--- src/rtl/alu_pipe.sv ---
// alu_pipe: pipelined ALU with valid/ready handshake and a carry register for
// multi-word ADC/SBC chaining.
//
// All computation is combinational on the accepted beat. The result is captured
// into stage 1. Stages 2..STAGES only delay it. A single global stall
// (advance = !out_valid || out_ready) moves every stage at once.
//
// Ports:
//   clk, rst_n            clock, asynchronous active-low reset
//   in_valid / in_ready   operand beat handshake
//   a, b, op              operands (b doubles as shift/rotate amount) and opcode
//   out_valid / out_ready result beat handshake
//   y                     result
//   carry, overflow       carry/borrow out and signed overflow of the beat
//   zero, negative        y == 0 and y[WIDTH-1]
//   carry_flag            current stored carry register
module alu_pipe #(
    parameter int unsigned WIDTH  = 8,
    parameter int unsigned STAGES = 2
) (
    input  logic             clk,
    input  logic             rst_n,
    input  logic             in_valid,
    output logic             in_ready,
    input  logic [WIDTH-1:0] a,
    input  logic [WIDTH-1:0] b,
    input  logic [3:0]       op,
    output logic             out_valid,
    input  logic             out_ready,
    output logic [WIDTH-1:0] y,
    output logic             carry,
    output logic             overflow,
    output logic             zero,
    output logic             negative,
    output logic             carry_flag
);

    localparam int unsigned SW  = $clog2(WIDTH);
    localparam int unsigned PW  = WIDTH + 4;
    localparam int unsigned MSB = WIDTH - 1;

    localparam logic [WIDTH-1:0] WIDTH_V = WIDTH'(WIDTH);
    localparam logic [SW-1:0]    SAT_AMT = SW'(WIDTH - 1);

    localparam logic [3:0] OP_ADD   = 4'd0;
    localparam logic [3:0] OP_SUB   = 4'd1;
    localparam logic [3:0] OP_AND   = 4'd2;
    localparam logic [3:0] OP_OR    = 4'd3;
    localparam logic [3:0] OP_XOR   = 4'd4;
    localparam logic [3:0] OP_SLL   = 4'd5;
    localparam logic [3:0] OP_SRL   = 4'd6;
    localparam logic [3:0] OP_SRA   = 4'd7;
    localparam logic [3:0] OP_ADC   = 4'd8;
    localparam logic [3:0] OP_SBC   = 4'd9;
    localparam logic [3:0] OP_SLT   = 4'd10;
    localparam logic [3:0] OP_SLTU  = 4'd11;
    localparam logic [3:0] OP_ROL   = 4'd12;
    localparam logic [3:0] OP_ROR   = 4'd13;
    localparam logic [3:0] OP_PASSA = 4'd14;

    logic                 carry_q;
    logic [STAGES-1:0]    vld_q;
    logic [PW-1:0]        data_q [STAGES];

    logic                 advance;
    logic                 accept;
    logic                 is_arith;
    logic                 cin;
    logic [WIDTH:0]       sum;
    logic [WIDTH:0]       diff;
    logic [SW-1:0]        sh_amt;
    logic [SW-1:0]        rot_amt;
    logic [2*WIDTH-1:0]   rol_w;
    logic [2*WIDTH-1:0]   ror_w;
    logic [WIDTH-1:0]     res_y;
    logic                 res_c;
    logic                 res_o;

    assign advance = !out_valid || out_ready;
    assign in_ready = advance;
    assign accept = in_valid && advance;

    always_comb begin
        is_arith = (op == OP_ADD) || (op == OP_SUB) || (op == OP_ADC) || (op == OP_SBC);
        cin = ((op == OP_ADC) || (op == OP_SBC)) ? carry_q : 1'b0;
        sum = {1'b0, a} + {1'b0, b} + {{WIDTH{1'b0}}, cin};
        // Bit WIDTH of the zero-extended difference is the borrow.
        diff = {1'b0, a} - {1'b0, b} - {{WIDTH{1'b0}}, cin};
        sh_amt = (b >= WIDTH_V) ? SAT_AMT : b[SW-1:0];
        rot_amt = SW'(b % WIDTH_V);
        // Rotates fall out of a shift of the operand concatenated with itself.
        rol_w = {a, a} << rot_amt;
        ror_w = {a, a} >> rot_amt;

        res_y = '0;
        res_c = 1'b0;
        res_o = 1'b0;
        case (op)
            OP_ADD, OP_ADC: begin
                res_y = sum[WIDTH-1:0];
                res_c = sum[WIDTH];
                res_o = (a[MSB] == b[MSB]) && (sum[MSB] != a[MSB]);
            end
            OP_SUB, OP_SBC: begin
                res_y = diff[WIDTH-1:0];
                res_c = diff[WIDTH];
                res_o = (a[MSB] != b[MSB]) && (diff[MSB] != a[MSB]);
            end
            OP_AND:   res_y = a & b;
            OP_OR:    res_y = a | b;
            OP_XOR:   res_y = a ^ b;
            OP_SLL:   res_y = a << sh_amt;
            OP_SRL:   res_y = a >> sh_amt;
            OP_SRA:   res_y = $signed(a) >>> sh_amt;
            OP_SLT:   res_y = {{(WIDTH-1){1'b0}}, ($signed(a) < $signed(b))};
            OP_SLTU:  res_y = {{(WIDTH-1){1'b0}}, (a < b)};
            OP_ROL:   res_y = rol_w[2*WIDTH-1:WIDTH];
            OP_ROR:   res_y = ror_w[WIDTH-1:0];
            OP_PASSA: res_y = a;
            default:  res_y = '0;
        endcase
    end

    // Carry register: updated only by accepted arithmetic beats, so ADC/SBC
    // accepted next cycle see the previous beat's carry without a bubble.
    always_ff @(posedge clk or negedge rst_n) begin
        if (!rst_n) begin
            carry_q <= 1'b0;
        end else if (accept && is_arith) begin
            carry_q <= res_c;
        end
    end

    always_ff @(posedge clk or negedge rst_n) begin
        if (!rst_n) begin
            vld_q <= '0;
            for (int i = 0; i < STAGES; i++) begin
                data_q[i] <= '0;
            end
        end else if (advance) begin
            vld_q[0] <= in_valid;
            // Bubbles carry zeros so nothing stale is ever presented.
            data_q[0] <= in_valid ? {res_y, res_c, res_o, (res_y == '0), res_y[MSB]} : '0;
            for (int i = 1; i < STAGES; i++) begin
                vld_q[i]  <= vld_q[i-1];
                data_q[i] <= data_q[i-1];
            end
        end
    end

    assign out_valid  = vld_q[STAGES-1];
    assign {y, carry, overflow, zero, negative} = data_q[STAGES-1];
    assign carry_flag = carry_q;

endmodule

--- config.mk ---
export PLATFORM = sky130hd
export DESIGN_NAME = alu_pipe
export DESIGN_NICKNAME = d
export VERILOG_FILES = /design/src/rtl/alu_pipe.sv
export SDC_FILE = /design/constraint.sdc
export NUM_CORES = 1
export LEC_CHECK = 0
export ABC_AREA = 1
export BUFFER_PORTS_ARGS = -buffer_cell sky130_fd_sc_hd__buf_2
export CAP_MARGIN = 15
export CORE_MARGIN = 2
export CORE_UTILIZATION = 30
export CTS_BUF_LIST = sky130_fd_sc_hd__clkbuf_4 sky130_fd_sc_hd__clkbuf_8
export CTS_CLUSTER_SIZE = 25
export DETAILED_ROUTE_END_ITERATION = 7
export PLACE_DENSITY_LB_ADDON = 0.1
export SYNTH_ARGS = -nofsm -noshare
export SYNTH_HDL_FRONTEND = slang
export SYNTH_SLANG_ARGS = --single-unit
--- constraint.sdc ---
create_clock -name clk -period 3 [get_ports clk]
set_input_delay 0.6 -clock clk [delete_from_list [all_inputs] [get_ports clk]]
set_output_delay 0.6 -clock clk [all_outputs]
set_load 0.01 [all_outputs]
==> qor.log <==
[status] status finished, final reports clean
[pwr] leakage power of the design 2.45 nW
[routing] number of detailed-route iterations in the first pass 7
[cts] Root Buffer sky130_fd_sc_hd__clkbuf_8
[place] total of buffers placed on input and output ports 38
[floorplanning] die height 118 um
[floorplanning] die width 118 um
[cells_and_area] top library cells by usage in the layout, fill and taps aside 235 x sky130_fd_sc_hd__nand2_1, 105 x sky130_fd_sc_hd__nand3_1, 65 x sky130_fd_sc_hd__nor2_1
[synth] Ys Warns 0
[cells_and_area] fraction of layout cells with a size suffix above 1 16.1%
[routing] count of routing violations after the opening detailed-route iteration 365
[pwr] pwr/cell area 273 nW/um2
[cts] hold-fix buffers at CTS 0
[global_route] largest net degree at the start of global routing 26
[setup_path] Critical Path Sink data_q[13]
[cts] post-CTS setup repair buffer count 0
[routing] antenna-violating nets left 0
[global_route] global-route wire length before repair 22.8 mm
[cts] Bufs on Longest Clock Path 2
[timing] top achievable clock speed 363 MHz
[hold_path] Hold Path Class input pin to async pin
[setup_path] r2r worst-path depth 15
[cts] number of H-tree levels 1
[synth] portion of synthesized cell area occupied by the leading cell type 22.7%
[synth] share of synthesized area occupied by flip-flops and latches 16.1%
[routing] wire length per cell 15.8 um
[timing] total count of max-transition violations in the final report 0
[routing] drt total wl 14.2 mm
[floorplanning] area enclosed by the die boundary 13900 um2
[setup_path] RR Endpoint data_q[13]
[timing] Slew headroom 53.6%
[floorplanning] I/O pins 39
[floorplanning] Std-Cell Rows 41
[timing] count of endpoints failing hold in the final timing report 0
[global_route] initial antenna violation count 0
[setup_path] crit path DAT 2960 ps
[timing] RSZ-0062 raised after global routing no
[cells_and_area] final cell count without fillers 898
[cells_and_area] synthesis-to-finish area growth 15.8%
[setup_path] required time worst endpoint 3210 ps
[routing] DR vias 4609
[pwr] worst ir drop on vdd 0.204 mV
[cells_and_area] filler cell count in the final layout 1452
[setup_path] reg-to-reg startpoint carry_flag
[timing] Setup TNS 0 ps
[place] last weighted congestion value of the routability-driven placer 0.940
[routing] vias per inst 5.13
[timing] skew final 1.32 ps
[setup_path] Register-to-Register Setup Slack 440 ps
[setup_path] Crit Path Class input pin to flip-flop
[cts] clk slew on worst S/H paths 80 ps
[cells_and_area] most common cell after layout, fill and taps aside sky130_fd_sc_hd__nand2_1
[synth] Mapped Cells 669
[synth] register bit total from synthesis 25
[job] max_cap viols 0
[synth] Syn Std Cell Area 3890 um2
[cts] Clock Sinks 25
[setup_path] kind of start point of the critical path input pin
[timing] fin crit period 2750 ps
[cells_and_area] antenna diode count 0
[place] instance count after placement with tap cells included 894
[routing] DRC errors left 0
[floorplanning] initial standard-cell utilization of the core 30.8%
[synth] cell taking the most area after synthesis sky130_fd_sc_hd__nand2_1
[setup_path] Setup crit end kind flip-flop
[timing] measured slew at the worst slew-check pin 694 ps
[timing] Setup Viol. Count Final 0
[setup_path] source of the critical timing path op[3]
[synth] count of cell types in the netlist 39
[synth] biggest area contributors in the synthesized netlist sky130_fd_sc_hd__nand2_1 23%, sky130_fd_sc_hd__dfrtp_1 16%, sky130_fd_sc_hd__nand3_1 14%
[synth] Syn Area/Cell 5.81 um2
[global_route] vias in the first global route 4438
[floorplanning] area inside the core boundary 12600 um2
[place] HPWL after detailed placement 11.6 mm
[global_route] Tot GR Track Use 20.1%
[timing] period utilization 91.7%
[cts] clk_lat worst skew 260 ps
[global_route] grt total ovfl 0
[cells_and_area] number of nets at the end of the flow 791
[cts] clock buffer count from CTS 3
[cts] CTS tree built
[synth] Net Count, Synth 733
[setup_path] largest fanout on the critical path 3
-- metal layers --
metal  share of wire [%]  up-vias  global-route usage (%)
li1                    -     2268                       -
met2                  46      183                    33.5
met5                   0        -                       0
met4                 3.6        0                    7.30
met1                  45     2126                    27.0
met3                 5.4       32                    1.79
-- flip-flops by register name, indices dropped and copies added, names as in the netlist --
register / cells
carry_flag: 1
data_q: 11
zero: 1
negative: 1
y: 7
carry: 1
vld_q: 2
overflow: 1
-- cells by family (layout without fill, tap and decap cells) --
family	after synthesis	after routing	share of synthesized area [%]
compound gates	60	60	8.49
xor+xnor	1	1	0.225
fa+ha+maj	40	40	13.6
buf+inv	93	150	10.8
flops	25	25	16.1
simple gates	450	450	50.7
-- how the worst min path moves through the flow --
stage,startpoint,endpoint,slack (ps),depth (start not counted)
6_report,rst_n,y[0],310,1
2_1_floorplan,rst_n,carry,300,0
5_1_grt,rst_n,y[0],350,1
4_1_cts,rst_n,zero,330,1
3_5_place_dp,vld_q[0],vld_q[1],440,2
3_3_place_gp,vld_q[0],vld_q[1],430,2
-- timing repair --
action / in CTS / in global routing
resized for setup: 0 / 6
setup endpoints to repair: 0 / 6
hold endpoints to repair: 0 / 0
-- report_power, final --
group	switching (mW)	internal (mW)	leakage (nW)
Sequential	0.0191	0.373	0.334
Combinational	0.404	0.230	2.09
Clock	0.100	0.104	0.0262
Total	0.524	0.708	2.45
-- Yosys cell counts --
| master | instances |
|---|---|
| sky130_fd_sc_hd__a21boi_0 | 1 |
| sky130_fd_sc_hd__a21oi_1 | 22 |
| sky130_fd_sc_hd__a22o_1 | 3 |
| sky130_fd_sc_hd__and2_1 | 1 |
| sky130_fd_sc_hd__buf_1 | 1 |
| sky130_fd_sc_hd__buf_2 | 9 |
| sky130_fd_sc_hd__buf_4 | 10 |
| sky130_fd_sc_hd__buf_6 | 3 |
| sky130_fd_sc_hd__clkbuf_1 | 4 |
| sky130_fd_sc_hd__clkbuf_2 | 1 |
| sky130_fd_sc_hd__clkinv_1 | 1 |
| sky130_fd_sc_hd__dfrtp_1 | 25 |
| sky130_fd_sc_hd__fa_1 | 4 |
| sky130_fd_sc_hd__ha_1 | 36 |
| sky130_fd_sc_hd__inv_1 | 55 |
| sky130_fd_sc_hd__inv_2 | 9 |
| sky130_fd_sc_hd__nand2_1 | 235 |
| sky130_fd_sc_hd__nand2_2 | 7 |
| sky130_fd_sc_hd__nand2_4 | 2 |
| sky130_fd_sc_hd__nand3_1 | 106 |
| sky130_fd_sc_hd__nand3_2 | 1 |
| sky130_fd_sc_hd__nand3_4 | 1 |
| sky130_fd_sc_hd__nand3b_1 | 1 |
| sky130_fd_sc_hd__nand4_1 | 12 |
| sky130_fd_sc_hd__nand4_2 | 1 |
| sky130_fd_sc_hd__nor2_1 | 66 |
| sky130_fd_sc_hd__nor2_2 | 1 |
| sky130_fd_sc_hd__nor2_4 | 4 |
| sky130_fd_sc_hd__nor3_1 | 10 |
| sky130_fd_sc_hd__nor3_2 | 1 |
| sky130_fd_sc_hd__o211ai_1 | 1 |
| sky130_fd_sc_hd__o21a_1 | 2 |
| sky130_fd_sc_hd__o21ai_0 | 23 |
| sky130_fd_sc_hd__o21ai_1 | 4 |
| sky130_fd_sc_hd__o221ai_1 | 1 |
| sky130_fd_sc_hd__o22ai_1 | 2 |
| sky130_fd_sc_hd__o31ai_1 | 1 |
| sky130_fd_sc_hd__or2_2 | 1 |
| sky130_fd_sc_hd__xnor2_1 | 1 |
-- critical path, stage by stage --
cell and delay [ps]:
sky130_fd_sc_hd__buf_2 90, sky130_fd_sc_hd__inv_1 50, sky130_fd_sc_hd__nor2_2 140, sky130_fd_sc_hd__nand3_2 120, sky130_fd_sc_hd__inv_1 90, sky130_fd_sc_hd__fa_1 190
sky130_fd_sc_hd__inv_1 50, sky130_fd_sc_hd__fa_1 430, sky130_fd_sc_hd__o31ai_2 310, sky130_fd_sc_hd__a21oi_1 110, sky130_fd_sc_hd__a21oi_1 140, sky130_fd_sc_hd__buf_4 130
sky130_fd_sc_hd__nand2_1 40, sky130_fd_sc_hd__nor2_1 180, sky130_fd_sc_hd__nand2_1 80, sky130_fd_sc_hd__nor2_1 90, sky130_fd_sc_hd__nand3_1 80, sky130_fd_sc_hd__nand2_1 60
-- area by class of cell --
type	instances	area (um2)	share of cell area, %
Multi-Input combinational cell	551	2860	63.4
Sequential cell	25	626	13.9
Timing Repair Buffer	81	513	11.4
Inverter	65	244	5.42
Tap cell	172	215	4.78
Clock buffer	4	48.8	1.08
-- metrics by stage --
stage	instance area, um2	setup WS, ps	hold slack, ps	total power [mW]	util, %
CTS	4490	65.5	333	1.23	35.6
global route	4500	3.35	350	1.33	35.7
floorplan	3890	215	304	0.796	-
global placement	4440	-137	435	1.02	35.2
finish	4500	248	314	1.23	35.7
detailed placement	4440	-214	437	1.02	35.2
(Power assumes the default switching activity.)
